### config.mk
export PLATFORM = sky130hd
export DESIGN_NAME = spirxdata
export DESIGN_NICKNAME = d
export VERILOG_FILES = /design/src/rtl/spirxdata.sv
export SDC_FILE = /design/constraint.sdc
export NUM_CORES = 1
export LEC_CHECK = 0
export ABC_AREA = 1
export BUFFER_PORTS_ARGS = -buffer_cell sky130_fd_sc_hd__buf_2
export CAP_MARGIN = 20
export CORE_UTILIZATION = 55
export CTS_CLUSTER_DIAMETER = 100
export DETAILED_ROUTE_END_ITERATION = 8
export PLACE_DENSITY = 0.75
export SLEW_MARGIN = 5
export SYNTH_ARGS = -nofsm -noshare
export SYNTH_HDL_FRONTEND = slang
export SYNTH_SLANG_ARGS = --single-unit
### constraint.sdc
create_clock -name i_clk -period 6.75 [get_ports i_clk]
set_input_delay 0 -clock i_clk [delete_from_list [all_inputs] [get_ports i_clk]]
set_output_delay 0 -clock i_clk [all_outputs]
set_load 0.005 [all_outputs]
### src/rtl/spirxdata.sv
// spirxdata: SD-card SPI block-read data phase; hunts the start token, packs data bytes into
// big-endian words for the block FIFO, then checks the trailing CRC-16 and reports a status byte.
module spirxdata #(
  parameter int DW = 32,
  parameter int AW = 8,
  parameter int TOKEN_TIMEOUT = 1023
) (
  input  logic          i_clk,
  input  logic          i_reset,
  input  logic          i_start,
  input  logic [3:0]    i_lgblksz,
  input  logic          i_fifo,
  output logic          o_busy,
  input  logic          i_ll_busy,
  output logic          o_ll_stb,
  output logic [7:0]    o_ll_byte,
  input  logic          i_ll_stb,
  input  logic [7:0]    i_ll_byte,
  output logic          o_write,
  output logic [AW-1:0] o_addr,
  output logic [DW-1:0] o_data,
  output logic          o_rxvalid,
  output logic [7:0]    o_response
);
  typedef enum logic [2:0] {IDLE, TOKEN, DATA, CRC, DRAIN, DONE} state_t;
  state_t      r_state;
  logic [1:0]  r_outst, w_outst_nx;
  logic [3:0]  r_lg;
  logic [9:0]  r_rem, r_cnt, r_tmo, w_n;
  logic [15:0] r_crc;
  logic [23:0] r_sr;
  logic [7:0]  r_crc_hi, r_status;
  logic        r_crc_second, w_accept, w_rx;

  function automatic logic [15:0] crc_byte(input logic [15:0] c, input logic [7:0] b);
    logic [15:0] x;
    x = c ^ {b, 8'h00};
    for (int i = 0; i < 8; i++) x = x[15] ? {x[14:0], 1'b0} ^ 16'h1021 : {x[14:0], 1'b0};
    return x;
  endfunction

  // At most three requests may be in flight; after the token, requests stop once the
  // block plus its two CRC bytes have all been asked for.
  assign o_ll_byte  = 8'hFF;
  assign o_ll_stb   = (r_state == TOKEN || ((r_state == DATA || r_state == CRC) && r_rem != 10'd0)) && r_outst != 2'd3;
  assign w_accept   = o_ll_stb && !i_ll_busy;
  assign w_rx       = i_ll_stb && r_outst != 2'd0;
  assign w_outst_nx = r_outst + 2'(w_accept) - 2'(w_rx);
  assign w_n        = 10'd1 << r_lg;

  always_ff @(posedge i_clk)
    if (i_reset) begin
      r_state      <= IDLE;
      o_busy       <= 1'b0;
      o_write      <= 1'b0;
      o_rxvalid    <= 1'b0;
      o_response   <= 8'h00;
      o_addr       <= '0;
      o_data       <= '0;
      r_outst      <= 2'd0;
      r_lg         <= 4'd3;
      r_rem        <= 10'd0;
      r_cnt        <= 10'd0;
      r_tmo        <= 10'd0;
      r_crc        <= 16'h0000;
      r_sr         <= 24'h0;
      r_crc_hi     <= 8'h00;
      r_status     <= 8'h00;
      r_crc_second <= 1'b0;
    end else begin
      r_outst   <= w_outst_nx;
      o_write   <= 1'b0;
      o_rxvalid <= 1'b0;
      if (o_write) o_addr[AW-2:0] <= o_addr[AW-2:0] + 1'b1;
      if (w_accept && r_state != TOKEN) r_rem <= r_rem - 1'b1;
      case (r_state)
        IDLE, DONE:
          if (i_start) begin
            r_state      <= TOKEN;
            o_busy       <= 1'b1;
            o_addr       <= {i_fifo, {(AW-1){1'b0}}};
            r_lg         <= i_lgblksz < 4'd3 ? 4'd3 : i_lgblksz > 4'd9 ? 4'd9 : i_lgblksz;
            r_crc        <= 16'h0000;
            r_tmo        <= 10'(TOKEN_TIMEOUT);
            r_cnt        <= 10'd0;
            r_crc_second <= 1'b0;
          end else r_state <= IDLE;
        TOKEN:
          if (w_rx) begin
            if (i_ll_byte == 8'hFE) begin
              r_state <= DATA;
              r_rem   <= w_n + 10'd2 - 10'(w_outst_nx);
            end else if (i_ll_byte != 8'h00 && i_ll_byte < 8'h10) begin
              r_status <= i_ll_byte;
              r_state  <= DRAIN;
            end else begin
              r_tmo <= r_tmo - 1'b1;
              if (r_tmo == 10'd1) begin
                r_status <= 8'h20;
                r_state  <= DRAIN;
              end
            end
          end
        DATA:
          if (w_rx) begin
            r_sr  <= {r_sr[15:0], i_ll_byte};
            r_crc <= crc_byte(r_crc, i_ll_byte);
            r_cnt <= r_cnt + 1'b1;
            if (r_cnt[1:0] == 2'd3) begin
              o_write <= 1'b1;
              o_data  <= {r_sr, i_ll_byte};
            end
            if (r_cnt == w_n - 1'b1) r_state <= CRC;
          end
        CRC:
          if (w_rx) begin
            r_crc_hi     <= i_ll_byte;
            r_crc_second <= 1'b1;
            if (r_crc_second) begin
              r_status <= {r_crc_hi, i_ll_byte} == r_crc ? 8'h00 : 8'h10;
              r_state  <= DRAIN;
            end
          end
        DRAIN:
          if (r_outst == 2'd0) begin
            r_state    <= DONE;
            o_rxvalid  <= 1'b1;
            o_response <= r_status;
            o_busy     <= 1'b0;
          end
        default: r_state <= IDLE;
      endcase
    end
endmodule
==> flow_summary.toml <==
[outcome]
status = "completed"

[worst_setup_path]
critical_path_arrival_ns = 4.01
cp.required_ns = 7.11
startpoint_type = "flip-flop"
cp_max_fo = 3
path_common_cell = "inv_1"
cpMaxStageDelayCell = "dfxtp_1"
slowest_delay_ns = 0.39
end_kind = "flip-flop"
critPathKind = "flip-flop to flip-flop"

[timing]
clock_skew_ns = 0.008742
timing.fmax_ghz = 0.2740
setup_violations = 0
period_needed_ns = 3.650
rsz0062_at_grt = "false"
relSlewSlack_pct = 29.97
whs_ns = 0.01160
tightest_slew_ns = 1.047
finalMaxSlewViolations = 0
finalSetupTns_ns = 0
finalHoldViolCount = 0
timing.final.crit_share_pct = 54.07

[cts]
post_cts_buffers = 0
cts_max_level = 4
cts_tree = "done"
cts.repair.resized = 0
cts-root-buf = "clkbuf_16"
clock-sinks = 147
clk_latency_ns = 0.42
cts_hold_buf = 15
clk_pin_slew_worst_paths_ns = 0.06
cts_buffers = 17
cts_max_path_buffers = 2

[yosys]
synth_area_sq_um = 7249
avgSynthCellArea_sq_um = 7.420
yosysTopAreaCell = "dfxtp_1"
yosys_warnings = 0
synth_top_area_share_pct = 40.59
seq_area_frac_synth_pct = 40.59
ys_types = 50
synth_seq_cells = 147
synth-edff-count = 0
synth_cells = 977
synthTopCellsByArea = "dfxtp_1, nor2_1, o21ai_0"
ys.flop_type = "dfxtp_1"
ys_async_sr_fraction_pct = 0

[layout]
nNetsFinal = 1089
drive_above_1_share_pct = 13.56
n_antenna_cell = 0
final_common_cell = "dfxtp_1"
final_cell_mix = "dfxtp_1, nor2_1, nand2_1"
post-route-util_pct = 66.00
area_growth_pct = 15.83
finalNonFillerCells = 1234

[die]
num_rows = 41
die_h_um = 116.8
die_area_sq_um = 13640
initial_core_util_pct = 56.98
core_area_sq_um = 12720
pin_count = 78
fp.dieW_um = 116.8

[global_routing]
antenna_found_initial = 0
grt_max_degree = 58
grtUsageTotal_pct = 26.23
grt_remaining_overflow = 0
grt_pass1_wl_um = 27900
grt_pass1_vias = 6028

[place]
placed_cells = 1187
gp_congestion = 0.9086
hpwlAfterDp_um = 11690
portBuffers = 69

[drt]
wire_per_inst_um = 13.66
avgViaCountPerCell = 5.311
dr.pass1.iters = 4
via_count = 6554
drc = 0
ant_nets = 0
wirelength_um = 16860
drt_iter0_drc = 423

[pwr]
p_leak_uw = 0.003755
power.density_nw_per_um2 = 381.6
power_uw = 3204
ir_drop_mv = 0.2398

[flow_run]
max_cap_violations = 0

[hold_path]
min_path_type = "input port to flip-flop"
==> critical path, delay by kind of cell (launching register included) <==
| kind | cells | cell delay (ns) |
|---|---|---|
| compound gates | 1 | 0.08 |
| xor+xnor | 1 | 0.23 |
| fa+ha+maj | 6 | 1.45 |
| buf+inv | 6 | 0.36 |
| flops | 1 | 0.39 |
| simple gates | 11 | 1.07 |
==> where the power goes <==
group          internal, uW  total [uW]  switching, uW
clock network           571         955            383
registers               992        1100            111
logic                   431        1150            715
total                  1990        3200           1210
==> cells in the mapped netlist (5+ instances only) <==
library cell,number
clkbuf_1,21
xnor2_1,31
inv_1,118
nand4_1,19
nor3_1,12
inv_2,7
nand2_1,122
dfxtp_1,147
nor2_1,133
o21ai_1,6
o21ai_0,99
nand3_1,56
ha_1,21
buf_4,10
a31oi_1,7
a211oi_1,7
a21oi_1,60
xor2_1,21
buf_2,5
o22ai_1,6
nor2_2,7
nand2_2,5
==> state kept, by name (all words and copies together), names as in the netlist <==
name	flops
r_outst	2
r_tmo	10
r_crc_second	1
o_response	8
o_addr	8
r_crc_hi	8
o_data	32
o_rxvalid	1
r_cnt	10
r_status	8
r_rem	10
r_state	3
o_write	1
r_lg	4
o_busy	1
r_crc	16
r_sr	24
==> routing by layer <==
layer,vias up,GRT usage (%),routed length (um)
met1,3057,33.13,7992
met5,-,0,0
met4,0,9.198,229
met2,146,44.58,7996
li1,3328,-,-
met3,23,5.355,638
==> per-stage QoR <==
step | area [sq um] | setup slack, ns
floorplan | 7276 | 3.416
global placement | 7646 | 3.225
detailed placement | 7646 | 3.114
CTS | 8397 | 3.078
global route | 8397 | 2.669
finish | 8397 | 3.100
==> logic make-up (layout without fill, tap and decap cells) <==
family	after synthesis	in the layout	share of synthesized area, %
simple gates	383	383	24.18
compound gates	206	206	15.60
buf+inv	165	243	9.251
flops	147	147	40.59
xor+xnor	52	52	6.282
fa+ha+maj	22	22	3.901
other cells	1	8	0.05173
mux	1	1	0.1381
==> final cells by class <==
type / instances / area, sq um
fillers: 1144 / 4325
multi-input cells: 672 / 3662
flip-flops and latches: 147 / 2943
repair buffers: 85 / 503.0
inverters: 126 / 473.0
clock buffers: 20 / 456.7
well taps: 172 / 215.2
clock inverters: 12 / 143.9
==> path summary, 6_finish.rpt <==
path | to | startpoint | cells after the start | slack [ns]
worst min register to register | o_response[2]$_SDFFE_PP0P_ | r_status[2]$_SDFFE_PP0P_ | 2 | 0.46
worst max-delay path | r_rem[9]$_SDFF_PP0_ | r_rem[0]$_SDFF_PP0_ | 25 | 3.10
worst max register to register | r_rem[9]$_SDFF_PP0_ | r_rem[0]$_SDFF_PP0_ | 25 | 3.10
worst min-delay path | r_status[2]$_SDFFE_PP0P_ | i_ll_byte[2] | 3 | 0.01
Note: power is estimated with default switching activity, not from simulation.
